`config.mk`:
```
export PLATFORM = sky130hd
export DESIGN_NAME = fwd_hazard_ctrl
export DESIGN_NICKNAME = d
export VERILOG_FILES = /design/src/rtl/fwd_hazard_ctrl.sv
export SDC_FILE = /design/constraint.sdc
export NUM_CORES = 1
export LEC_CHECK = 0
export BUFFER_PORTS_ARGS = -buffer_cell sky130_fd_sc_hd__buf_4
export CAP_MARGIN = 20
export CORE_MARGIN = 2
export CORE_UTILIZATION = 30
export CTS_CLUSTER_DIAMETER = 60
export DETAILED_ROUTE_END_ITERATION = 10
export RECOVER_POWER = 50
export SLEW_MARGIN = 20
export SYNTH_ARGS = -nofsm -noshare
export SYNTH_HDL_FRONTEND = slang
export SYNTH_SLANG_ARGS = --single-unit
```
`constraint.sdc`:
```
create_clock -name clk -period 3.2 [get_ports clk]
set_clock_uncertainty 0.2 [all_clocks]
set_input_delay 0.48 -clock clk [delete_from_list [all_inputs] [get_ports clk]]
set_output_delay 0.48 -clock clk [all_outputs]
set_load 0.02 [all_outputs]
```
`src/rtl/fwd_hazard_ctrl.sv`:
```
// Forwarding and load-use hazard controller for a 5-stage pipeline.
// Optional feature macro: LOAD_USE_CNT_EN (adds saturating load_use_cnt output).
module fwd_hazard_ctrl #(
    parameter int REG_W    = 5,
    parameter int ZERO_REG = 31
) (
    input  logic             clk,
    input  logic             reset,
    input  logic             id_valid,
    input  logic [REG_W-1:0] id_rs1,
    input  logic [REG_W-1:0] id_rs2,
    input  logic             id_use_rs1,
    input  logic             id_use_rs2,
    input  logic [REG_W-1:0] id_rd,
    input  logic             id_reg_write,
    input  logic             id_is_load,
    input  logic             flush,
    input  logic             hold,
    output logic             stall_id,
    output logic             fwd_a_mem,
    output logic             fwd_a_wb,
    output logic             fwd_b_mem,
    output logic             fwd_b_wb,
`ifdef LOAD_USE_CNT_EN
    output logic [31:0]      load_use_cnt,
`endif
    output logic             ex_valid
);

    typedef struct packed {
        logic             valid;
        logic [REG_W-1:0] rd;
        logic             reg_write;
        logic             is_load;
    } tag_t;

    localparam logic [REG_W-1:0] ZERO_R = REG_W'(ZERO_REG);

    tag_t ex_q, mem_q, id_tag;
    logic lu, bubble;
    logic a_mem_d, a_wb_d, b_mem_d, b_wb_d;
    logic a_mem_q, a_wb_q, b_mem_q, b_wb_q, ex_valid_q;

    function automatic logic writes(input tag_t t, input logic [REG_W-1:0] r);
        return t.valid & t.reg_write & (t.rd == r) & (r != ZERO_R);
    endfunction

    always_comb begin
        lu       = id_valid & ex_q.is_load &
                   ((id_use_rs1 & writes(ex_q, id_rs1)) | (id_use_rs2 & writes(ex_q, id_rs2)));
        stall_id = lu & ~flush & ~hold & ~reset;
        bubble   = flush | lu | ~id_valid;

        // A producing load in EX never forwards from MEM; that case is the load-use stall.
        a_mem_d  = id_use_rs1 & writes(ex_q, id_rs1) & ~ex_q.is_load;
        a_wb_d   = id_use_rs1 & writes(mem_q, id_rs1) & ~a_mem_d;
        b_mem_d  = id_use_rs2 & writes(ex_q, id_rs2) & ~ex_q.is_load;
        b_wb_d   = id_use_rs2 & writes(mem_q, id_rs2) & ~b_mem_d;

        id_tag.valid     = 1'b1;
        id_tag.rd        = id_rd;
        id_tag.reg_write = id_reg_write;
        id_tag.is_load   = id_is_load;
    end

    always_ff @(posedge clk) begin
        if (reset) begin
            ex_q       <= '0;
            mem_q      <= '0;
            a_mem_q    <= 1'b0;
            a_wb_q     <= 1'b0;
            b_mem_q    <= 1'b0;
            b_wb_q     <= 1'b0;
            ex_valid_q <= 1'b0;
        end else if (!hold) begin
            mem_q <= ex_q;
            if (bubble) begin
                ex_q       <= '0;
                a_mem_q    <= 1'b0;
                a_wb_q     <= 1'b0;
                b_mem_q    <= 1'b0;
                b_wb_q     <= 1'b0;
                ex_valid_q <= 1'b0;
            end else begin
                ex_q       <= id_tag;
                a_mem_q    <= a_mem_d;
                a_wb_q     <= a_wb_d;
                b_mem_q    <= b_mem_d;
                b_wb_q     <= b_wb_d;
                ex_valid_q <= 1'b1;
            end
        end
    end

    assign fwd_a_mem = a_mem_q;
    assign fwd_a_wb  = a_wb_q;
    assign fwd_b_mem = b_mem_q;
    assign fwd_b_wb  = b_wb_q;
    assign ex_valid  = ex_valid_q;

`ifdef LOAD_USE_CNT_EN
    logic [31:0] cnt_q, cnt_d;

    always_comb begin
        cnt_d = cnt_q;
        if (stall_id && (cnt_q != 32'hFFFF_FFFF)) cnt_d = cnt_q + 32'd1;
    end

    // stall_id is already low under hold, so the count freezes there too.
    always_ff @(posedge clk) begin
        if (reset) cnt_q <= '0;
        else       cnt_q <= cnt_d;
    end

    assign load_use_cnt = cnt_q;
`endif

endmodule

```
==> impl_metrics.py, run 1 <==
metrics = {
    "worst_setup_path": {
        "path_cells": "clkbuf_1 -> or4b_2 -> nor2_1 -> buf_4",
        "cp.arrival_ps": 1800,
        "critPathCaptureType": "output pin",
        "crit_required_ps": 2520,
        "cp-start-kind": "input pin",
        "path_buf_inv": 2,
        "critPathMaxStageDelay_ps": 780,
        "crit_path_max_fanout": 10,
        "cpLargestDelayFamily": "simple AND/OR/NAND/NOR gates",
        "path_class": "in2out",
        "crit_path_top_delay_cell": "or4b_2",
    },
    "clock_network": {
        "numCtsBuffers": 3,
        "h-tree-depth": 1,
        "ctsHoldBuffers": 0,
        "clkTransAtPathRegs_ps": 110,
        "cts.sinks": 19,
        "clock_latency_ps": 300,
        "cts_setup_buffers": 0,
        "cts_root_buffer": "clkbuf_4",
        "cts_tree": "built",
        "clk_path_buf_depth": 2,
        "ctsResizeCount": 0,
    },
    "yosys": {
        "synth_nets": 125,
        "ys_types": 28,
        "syn_area_um2": 990,
        "synth_ff_type": "dfxtp_1",
        "avgSynthCellArea_um2": 9.80,
        "synth-async-reset-ratio_pct": 0,
        "ys_top_cells_by_count": "dfxtp_1 (19), nor2_1 (14), xor2_1 (12)",
        "synthTopCellsByArea": "dfxtp_1 (38%), xor2_1 (11%), a32o_1 (7.1%), mux2i_1 (7.1%), xnor2_1 (7.1%)",
        "ys_seq_area_share_pct": 38.4,
        "yosysWarnings": 0,
        "ys_ff_latch": 19,
        "yosys.area.top_type_share_pct": 38.4,
        "synth_top_cell_by_area": "dfxtp_1",
        "netlist_instances": 101,
        "synth_edf_count": 0,
        "post-synth-top-count-cell": "dfxtp_1",
    },
    "layout": {
        "num_antenna_cells": 0,
        "multiInputGateArea_um2": 591,
        "syn2layout_area_growth_pct": 26.8,
        "stdcell_count": 175,
        "seq_area_um2": 380,
        "fill_cells": 343,
        "fin_nets": 156,
        "drive_gt1_share_pct": 26.0,
    },
    "hold_path": {
        "hold_class": "in2reg",
    },
    "power_and_ir_drop": {
        "leakagePower_uw": 0.000504,
        "ir_drop_mv": 0.242,
        "power_density_nw_per_um2": 344,
        "finalPower_uw": 432,
    },
    "routing": {
        "vias": 867,
        "dr.pass1.iters": 4,
        "drc": 0,
        "wl_per_cell_um": 12.6,
        "viasPerCell": 4.95,
        "drt_iter0_drc": 22,
        "ant_nets": 0,
        "wl_um": 2210,
    },
    "timing": {
        "rsz0062_at_grt": "false",
        "maxSlewHeadroom_pct": 46.7,
        "worstMarginPinSlew_ps": 798,
        "finalMaxSlewViolations": 0,
        "period_minus_slack_ps": 2480,
        "tns_ps": 0,
        "fmax_ghz": 0.403,
        "period_share_pct": 77.6,
        "hold_violations": 0,
        "finalSetupViolations": 0,
    },
    "place": {
        "gp_congestion": 0.782,
        "placedCellCount": 171,
        "dp_hpwl_um": 1870,
        "io_buffers": 29,
    },
    "die": {
        "die_x_um": 61.4,
        "core_um2": 3100,
        "fp-row-count": 20,
        "die_y_um": 61.4,
        "ios": 30,
        "die-area_um2": 3770,
        "initial_core_util_pct": 31.9,
    },
    "grt": {
        "grt_use_total_pct": 13.5,
        "grt_antenna_before_repair": 0,
        "grt_overflow": 0,
        "grt_max_degree": 13,
        "grt_pass1_wl_um": 3680,
        "grt_pass1_vias": 763,
    },
    "status": {
        "status": "finished, final reports clean",
    },
    "run": {
        "drv_cap": 0,
    },
}
[where the power goes]
group          switching [uW]  leakage (uW)  internal, uW  total [uW]
clock                    75.7     0.0000139          47.5         123
sequential               5.36      0.000154           240         246
combinational            28.2      0.000337          34.6        62.7
[path summary, 6_finish.rpt]
kind / slack (ps) / cells past startpoint / start / end
setup / recovery: 720 / 4 / hold / stall_id
hold / removal: 210 / 2 / reset / mem_q[6]
setup reg to reg: 1440 / 5 / ex_q[6] / ex_q[5]
hold reg to reg: 260 / 2 / fwd_b_wb / fwd_b_wb
[worst register-to-register path, stage by stage, from the launching register on]
cell	delay, ps
dfxtp_1	430
xnor2_1	170
nand4_1	110
and4bb_2	380
o21ai_4	110
a32o_1	280
[metrics by stage]
| stage | utilization [%] | setup slack [ps] | hold WS, ps | instance area, um2 |
|---|---|---|---|---|
| finish | 40.4 | 718 | 213 | 1250 |
| global route | 40.4 | 628 | 183 | 1250 |
| CTS | 41.0 | 758 | 203 | 1270 |
| detailed placement | 40.1 | 884 | 247 | 1240 |
| global placement | 40.1 | 874 | 240 | 1240 |
| floorplan | - | 894 | 263 | 990 |
[flip-flops by register name, indices dropped and copies added (netlist names)]
signal	flops
ex_q	8
mem_q	7
fwd_a_mem	1
fwd_a_wb	1
fwd_b_mem	1
fwd_b_wb	1
[cells in the final DEF (no fill, tap or decap), drive strengths merged]
| master | n |
|---|---|
| and3 | 1 |
| buf | 24 |
| nor3 | 1 |
| nor2b | 1 |
| or4b | 1 |
| o21a | 1 |
| nand4 | 2 |
| nor2 | 14 |
| clkinvlp | 1 |
| clkbuf | 8 |
| and4bb | 1 |
| xnor2 | 8 |
| and4 | 2 |
| nand3b | 1 |
| nor4 | 1 |
| dfxtp | 19 |
| o31ai | 2 |
| mux2i | 7 |
| nand3 | 6 |
| xor2 | 12 |
| a22o | 2 |
| o2111ai | 1 |
| o21ai | 3 |
| nor4b | 1 |
| a32o | 7 |
| nand2 | 4 |
[logic make-up after synthesis]
family,synth area share [%]
flops,38.4
buf+inv,1.90
xor+xnor,17.7
compound gates,14.8
mux,7.08
simple gates,20.1
[layer usage]
metal | GRT usage, % | share of wire (%)
met1 | 19.0 | 49
met2 | 20.2 | 44
met3 | 3.15 | 5.0
met4 | 4.56 | 1.3
met5 | 0 | 0
[cell type report]
class	count	share of cell area [%]
multi-input cells	79	47.1
repair buffers	29	15.9
flip-flops and latches	19	30.3
clock buffers	3	1.79
well taps	44	4.39
clock inverters	1	0.598
Power figures use the tool's default switching activity.
==> inputs of run 2 (changes only) <==
==> constraint.sdc (replaced) <==
create_clock -name clk -period 2.2 [get_ports clk]
set_clock_uncertainty 0.2 [all_clocks]
set_input_delay 0.33 -clock clk [delete_from_list [all_inputs] [get_ports clk]]
set_output_delay 0.33 -clock clk [all_outputs]
set_load 0.02 [all_outputs]
==> impl_metrics.py, run 2 (synthesized netlist as in run 1, its figures left out) <==
metrics = {
    "grt": {
        "grt_max_degree": 13,
        "grt_pass1_vias": 833,
        "grt_overflow": 0,
        "grt_pass1_wl_um": 3970,
        "grt_use_total_pct": 14.6,
        "grt_antenna_before_repair": 0,
    },
    "worst_setup_path": {
        "crit_required_ps": 1670,
        "cp.arrival_ps": 1590,
        "crit_path_max_fanout": 4,
        "path_class": "reg2out",
        "cpLargestDelayFamily": "simple AND/OR/NAND/NOR gates",
        "cp-start-kind": "flip-flop",
        "path_cells": "xnor2_2 -> nand4_1 -> and4bb_2 -> o21ai_4 -> nor2_1 -> buf_4",
        "critPathCaptureType": "output pin",
        "path_buf_inv": 1,
        "critPathMaxStageDelay_ps": 390,
        "crit_path_top_delay_cell": "dfxtp_4",
    },
    "layout": {
        "largest_reg_flops": 8,
        "syn2layout_area_growth_pct": 34.4,
        "fill_cells": 338,
        "final_cell_mix": "buf_4 (31), dfxtp_1 (14), nor2_1 (13)",
        "fin_nets": 162,
        "reg_top3": "ex_q: 8 flops, mem_q: 7 flops",
        "num_antenna_cells": 0,
        "layout_commonest_cell": "buf_4",
        "top_register": "ex_q",
        "drive_gt1_share_pct": 35.8,
    },
    "status": {
        "status": "finished, final reports clean",
    },
    "clock_network": {
        "cts.sinks": 19,
        "numCtsBuffers": 3,
        "clkTransAtPathRegs_ps": 120,
        "cts_root_buffer": "clkbuf_4",
        "h-tree-depth": 1,
        "clk_path_buf_depth": 2,
        "clock_latency_ps": 300,
        "cts_tree": "built",
    },
    "timing": {
        "finalSetupViolations": 0,
        "finalMaxSlewViolations": 0,
        "rsz0062_at_grt": "true",
        "fmax_ghz": 0.472,
        "maxSlewHeadroom_pct": 82.9,
        "period_share_pct": 96.4,
        "tns_ps": 0,
        "hold_violations": 0,
        "worstMarginPinSlew_ps": 256,
        "period_minus_slack_ps": 2120,
    },
    "routing": {
        "dr.pass1.iters": 4,
        "routed-wl-met3_um": 125,
        "vias": 889,
        "wl_met1_um": 1070,
        "ant_nets": 0,
        "drt_iter0_drc": 37,
        "viasPerCell": 4.91,
        "top_layer_used": "met4",
        "met2_length_um": 1140,
        "drc": 0,
        "wl_per_cell_um": 13.1,
        "wl_um": 2370,
    },
    "die": {
        "core_um2": 3100,
        "die_x_um": 61.4,
        "fp-row-count": 20,
        "initial_core_util_pct": 31.9,
        "die-area_um2": 3770,
        "ios": 30,
        "die_y_um": 61.4,
    },
    "run": {
        "drv_cap": 0,
    },
    "power_and_ir_drop": {
        "leakagePower_uw": 0.000549,
        "finalPower_uw": 642,
        "ir_drop_mv": 0.361,
        "power_density_nw_per_um2": 483,
    },
    "hold_path": {
        "hold_class": "in2reg",
    },
    "place": {
        "gp_congestion": 0.748,
        "io_buffers": 29,
        "dp_hpwl_um": 1950,
    },
}
## run 2: changes by cell type in the layout (fill, tap and decap cells not counted), moves of 2 or more
cell / previous run / this run
dfxtp_1: 19 / 14
dfxtp_2: 0 / 4
xnor2_1: 8 / 6
buf_4: 24 / 31
xnor2_2: 0 / 2
## run 2: worst paths after layout
path                  from  endpoint  slack, ps  depth (start not counted)
hold reg to reg   fwd_b_wb  fwd_b_wb        260                          2
setup reg to reg   ex_q[6]   ex_q[6]        440                          6
setup / recovery   ex_q[6]  stall_id         80                          6
hold / removal    id_rd[0]   ex_q[2]         60                          2
## run 2: worst reg2reg max path, cell delays in order, from the launching register on
cell and delay, ps:
dfxtp_4 390, xnor2_2 140, nand4_1 100, and4bb_2 360, o21ai_4 70, buf_4 160, a32o_1 250
## run 2: stage by stage
| stage | instance area, um2 | hold slack [ps] | setup slack, ps | util [%] | instances |
|---|---|---|---|---|---|
| floorplan | 990 | 263 | 194 | - | 101 |
| global placement | 1260 | 238 | 180 | 40.6 | 173 |
| detailed placement | 1260 | 253 | 182 | 40.6 | 173 |
| CTS | 1330 | 52.3 | 25.2 | 42.7 | 179 |
| global route | 1330 | 37.4 | -3.02 | 42.9 | 181 |
| finish | 1330 | 58.6 | 79.3 | 42.9 | 181 |
## run 2: routing by layer
metal | up-vias | GRT usage [%]
met2 | 24 | 23.9
met1 | 413 | 19.5
met5 | - | 0
li1 | 450 | -
met3 | 2 | 2.52
met4 | 0 | 4.86
## run 2: cell type report
class | count | area [um2] | share of cell area (%)
Tap cell | 44 | 55.1 | 4.14
Sequential cell | 19 | 389 | 29.3
Multi-Input combinational cell | 79 | 608 | 45.7
Clock buffer | 3 | 22.5 | 1.69
Clock inverter | 1 | 7.51 | 0.564
Timing Repair Buffer | 35 | 248 | 18.6
## run 2: what timing repair did
item	4_1_cts	5_1_grt
hold buffers	0	0
setup buffers	2	2
endpoints found under the setup margin	1	1
pin swaps	2	4
gates resized for setup	7	2
gates cloned	0	0
## run 2: where the power goes
group / switching (uW) / leakage, uW / internal, uW
combinational: 43.2 / 0.000379 / 57.7
sequential: 8.21 / 0.000156 / 349
clock: 115 / 0.0000139 / 69.2
total: 166 / 0.000549 / 476
==> inputs of run 3 (changes only) <==
--- a/config.mk
+++ b/config.mk
@@ -11,6 +11,7 @@
 export CORE_UTILIZATION = 30
 export CTS_CLUSTER_DIAMETER = 60
 export DETAILED_ROUTE_END_ITERATION = 10
+export MAX_ROUTING_LAYER = met4
 export RECOVER_POWER = 50
 export SLEW_MARGIN = 20
 export SYNTH_ARGS = -nofsm -noshare
==> impl_metrics.py, run 3 (synthesized netlist as in run 1, its figures left out) <==
metrics = {
    "grt": {
        "grt_overflow": 0,
        "grt_antenna_before_repair": 0,
        "grt_pass1_wl_um": 3970,
        "grt_use_total_pct": 15.0,
        "grt_max_degree": 13,
        "grt_pass1_vias": 833,
    },
    "clock_network": {
        "ctsHoldBuffers": 0,
        "cts.sinks": 19,
        "h-tree-depth": 1,
        "clock_latency_ps": 300,
        "clk_path_buf_depth": 2,
        "clkTransAtPathRegs_ps": 120,
        "cts_tree": "built",
        "numCtsBuffers": 3,
        "cts_root_buffer": "clkbuf_4",
    },
    "routing": {
        "viasPerCell": 4.96,
        "drc": 0,
        "wl_um": 2370,
        "dr.pass1.iters": 4,
        "wl_per_cell_um": 13.1,
        "vias": 897,
        "drt_iter0_drc": 40,
        "ant_nets": 0,
    },
    "worst_setup_path": {
        "cp_num_cells": 6,
        "critPathMaxStageDelay_ps": 390,
        "cp.arrival_ps": 1590,
        "r2r_cells": 6,
        "crit_path_top_delay_cell": "dfxtp_4",
        "path_cells": "xnor2_2 -> nand4_1 -> and4bb_2 -> o21ai_4 -> nor2_1 -> buf_4",
        "cp-start-kind": "flip-flop",
        "r2r-start": "ex_q[6]",
        "path_class": "reg2out",
        "startpoint": "ex_q[6]",
        "cpLargestDelayFamily": "simple AND/OR/NAND/NOR gates",
        "critPathCaptureType": "output pin",
        "path_buf_inv": 1,
        "crit_path_max_fanout": 4,
        "crit_required_ps": 1670,
    },
    "layout": {
        "fin_nets": 162,
        "layout_commonest_cell": "buf_4",
        "reg_top3": "ex_q: 8 flops, mem_q: 7 flops",
        "num_antenna_cells": 0,
        "fin_util_pct": 42.9,
        "final_cell_mix": "buf_4 (31), dfxtp_1 (14), nor2_1 (13)",
        "largest_reg_flops": 8,
        "drive_gt1_share_pct": 35.8,
        "syn2layout_area_growth_pct": 34.4,
        "stdcell_count": 181,
        "top_register": "ex_q",
    },
    "die": {
        "die_x_um": 61.4,
        "initial_core_util_pct": 31.9,
        "fp-row-count": 20,
        "ios": 30,
        "die_y_um": 61.4,
        "core_um2": 3100,
        "die-area_um2": 3770,
    },
    "power_and_ir_drop": {
        "p_switching_uw": 166,
        "seqPwrFrac_pct": 55.6,
        "p_clk_share_pct": 28.6,
        "p_sw_share_pct": 25.9,
        "internal_power_uw": 476,
        "ir_drop_mv": 0.361,
        "p_comb_share_pct": 15.7,
        "power_density_nw_per_um2": 483,
        "leakagePower_uw": 0.000549,
    },
    "timing": {
        "hold_violations": 0,
        "fmax_ghz": 0.471,
        "rsz0062_at_grt": "true",
        "finalMaxSlewViolations": 0,
        "worstMarginPinSlew_ps": 256,
        "finalSetupViolations": 0,
        "maxSlewHeadroom_pct": 82.9,
        "period_share_pct": 96.4,
        "period_minus_slack_ps": 2120,
    },
    "hold_path": {
        "hold_class": "in2reg",
        "min_from": "id_rd[0]",
        "hold_path_depth": 2,
    },
    "run": {
        "drv_cap": 0,
    },
    "place": {
        "placedCellCount": 173,
        "dp_hpwl_um": 1950,
        "gp_congestion": 0.758,
        "io_buffers": 29,
    },
    "status": {
        "status": "finished, final reports clean",
    },
}
## run 3: worst paths after layout
kind / to / slack, ps
max: stall_id / 80
min: ex_q[2] / 60
max reg2reg: ex_q[4] / 440
min reg2reg: fwd_b_wb / 260
## run 3: area by class of cell
cell class,instances,area [um2]
timing repair buffer,35,248
fill,338,1770
multi-input combinational,79,608
sequential,19,389
tap,44,55.1
clock inverter,1,7.51
clock buffer,3,22.5
## run 3: per-stage QoR
step | setup slack (ps) | hold WS [ps] | instance area (um2) | power, uW | TNS, ps
5_1_grt | -3.02 | 37.4 | 1330 | 680 | -3.02
2_1_floorplan | 194 | 263 | 990 | 409 | 0
3_5_place_dp | 182 | 253 | 1260 | 460 | 0
3_3_place_gp | 180 | 238 | 1260 | 457 | 0
4_1_cts | 25.2 | 52.3 | 1330 | 645 | 0
6_report | 79.0 | 58.5 | 1330 | 642 | 0
## run 3: timing repair
| item | CTS | global route |
|---|---|---|
| endpoints found under the setup margin | 1 | 1 |
| setup buffers | 2 | 2 |
| resized for setup | 7 | 2 |
| pin swaps | 2 | 4 |
## run 3: layer usage
| metal | up-vias | track usage [%] | wire length (um) |
|---|---|---|---|
| met2 | 24 | 23.9 | 1140 |
| met5 | - | - | 0 |
| met3 | 2 | 2.52 | 125 |
| li1 | 451 | - | - |
| met4 | 0 | 4.86 | 27 |
| met1 | 420 | 19.5 | 1070 |
## run 3: power groups by stage
stage | combinational [uW] | clock [uW] | sequential, uW
after global placement | 91.9 | 0 | 365
after global routing | 110 | 211 | 359
after CTS | 97.2 | 189 | 358
after detailed placement | 94.7 | 0 | 365
after floorplan | 45.3 | 0 | 363
final | 101 | 184 | 357
## run 3: worst register-to-register path: stages, from the launching register on
cell	delay, ps
dfxtp_4	390
xnor2_2	140
nand4_1	100
and4bb_2	360
o21ai_4	70
buf_4	170
a32o_1	250
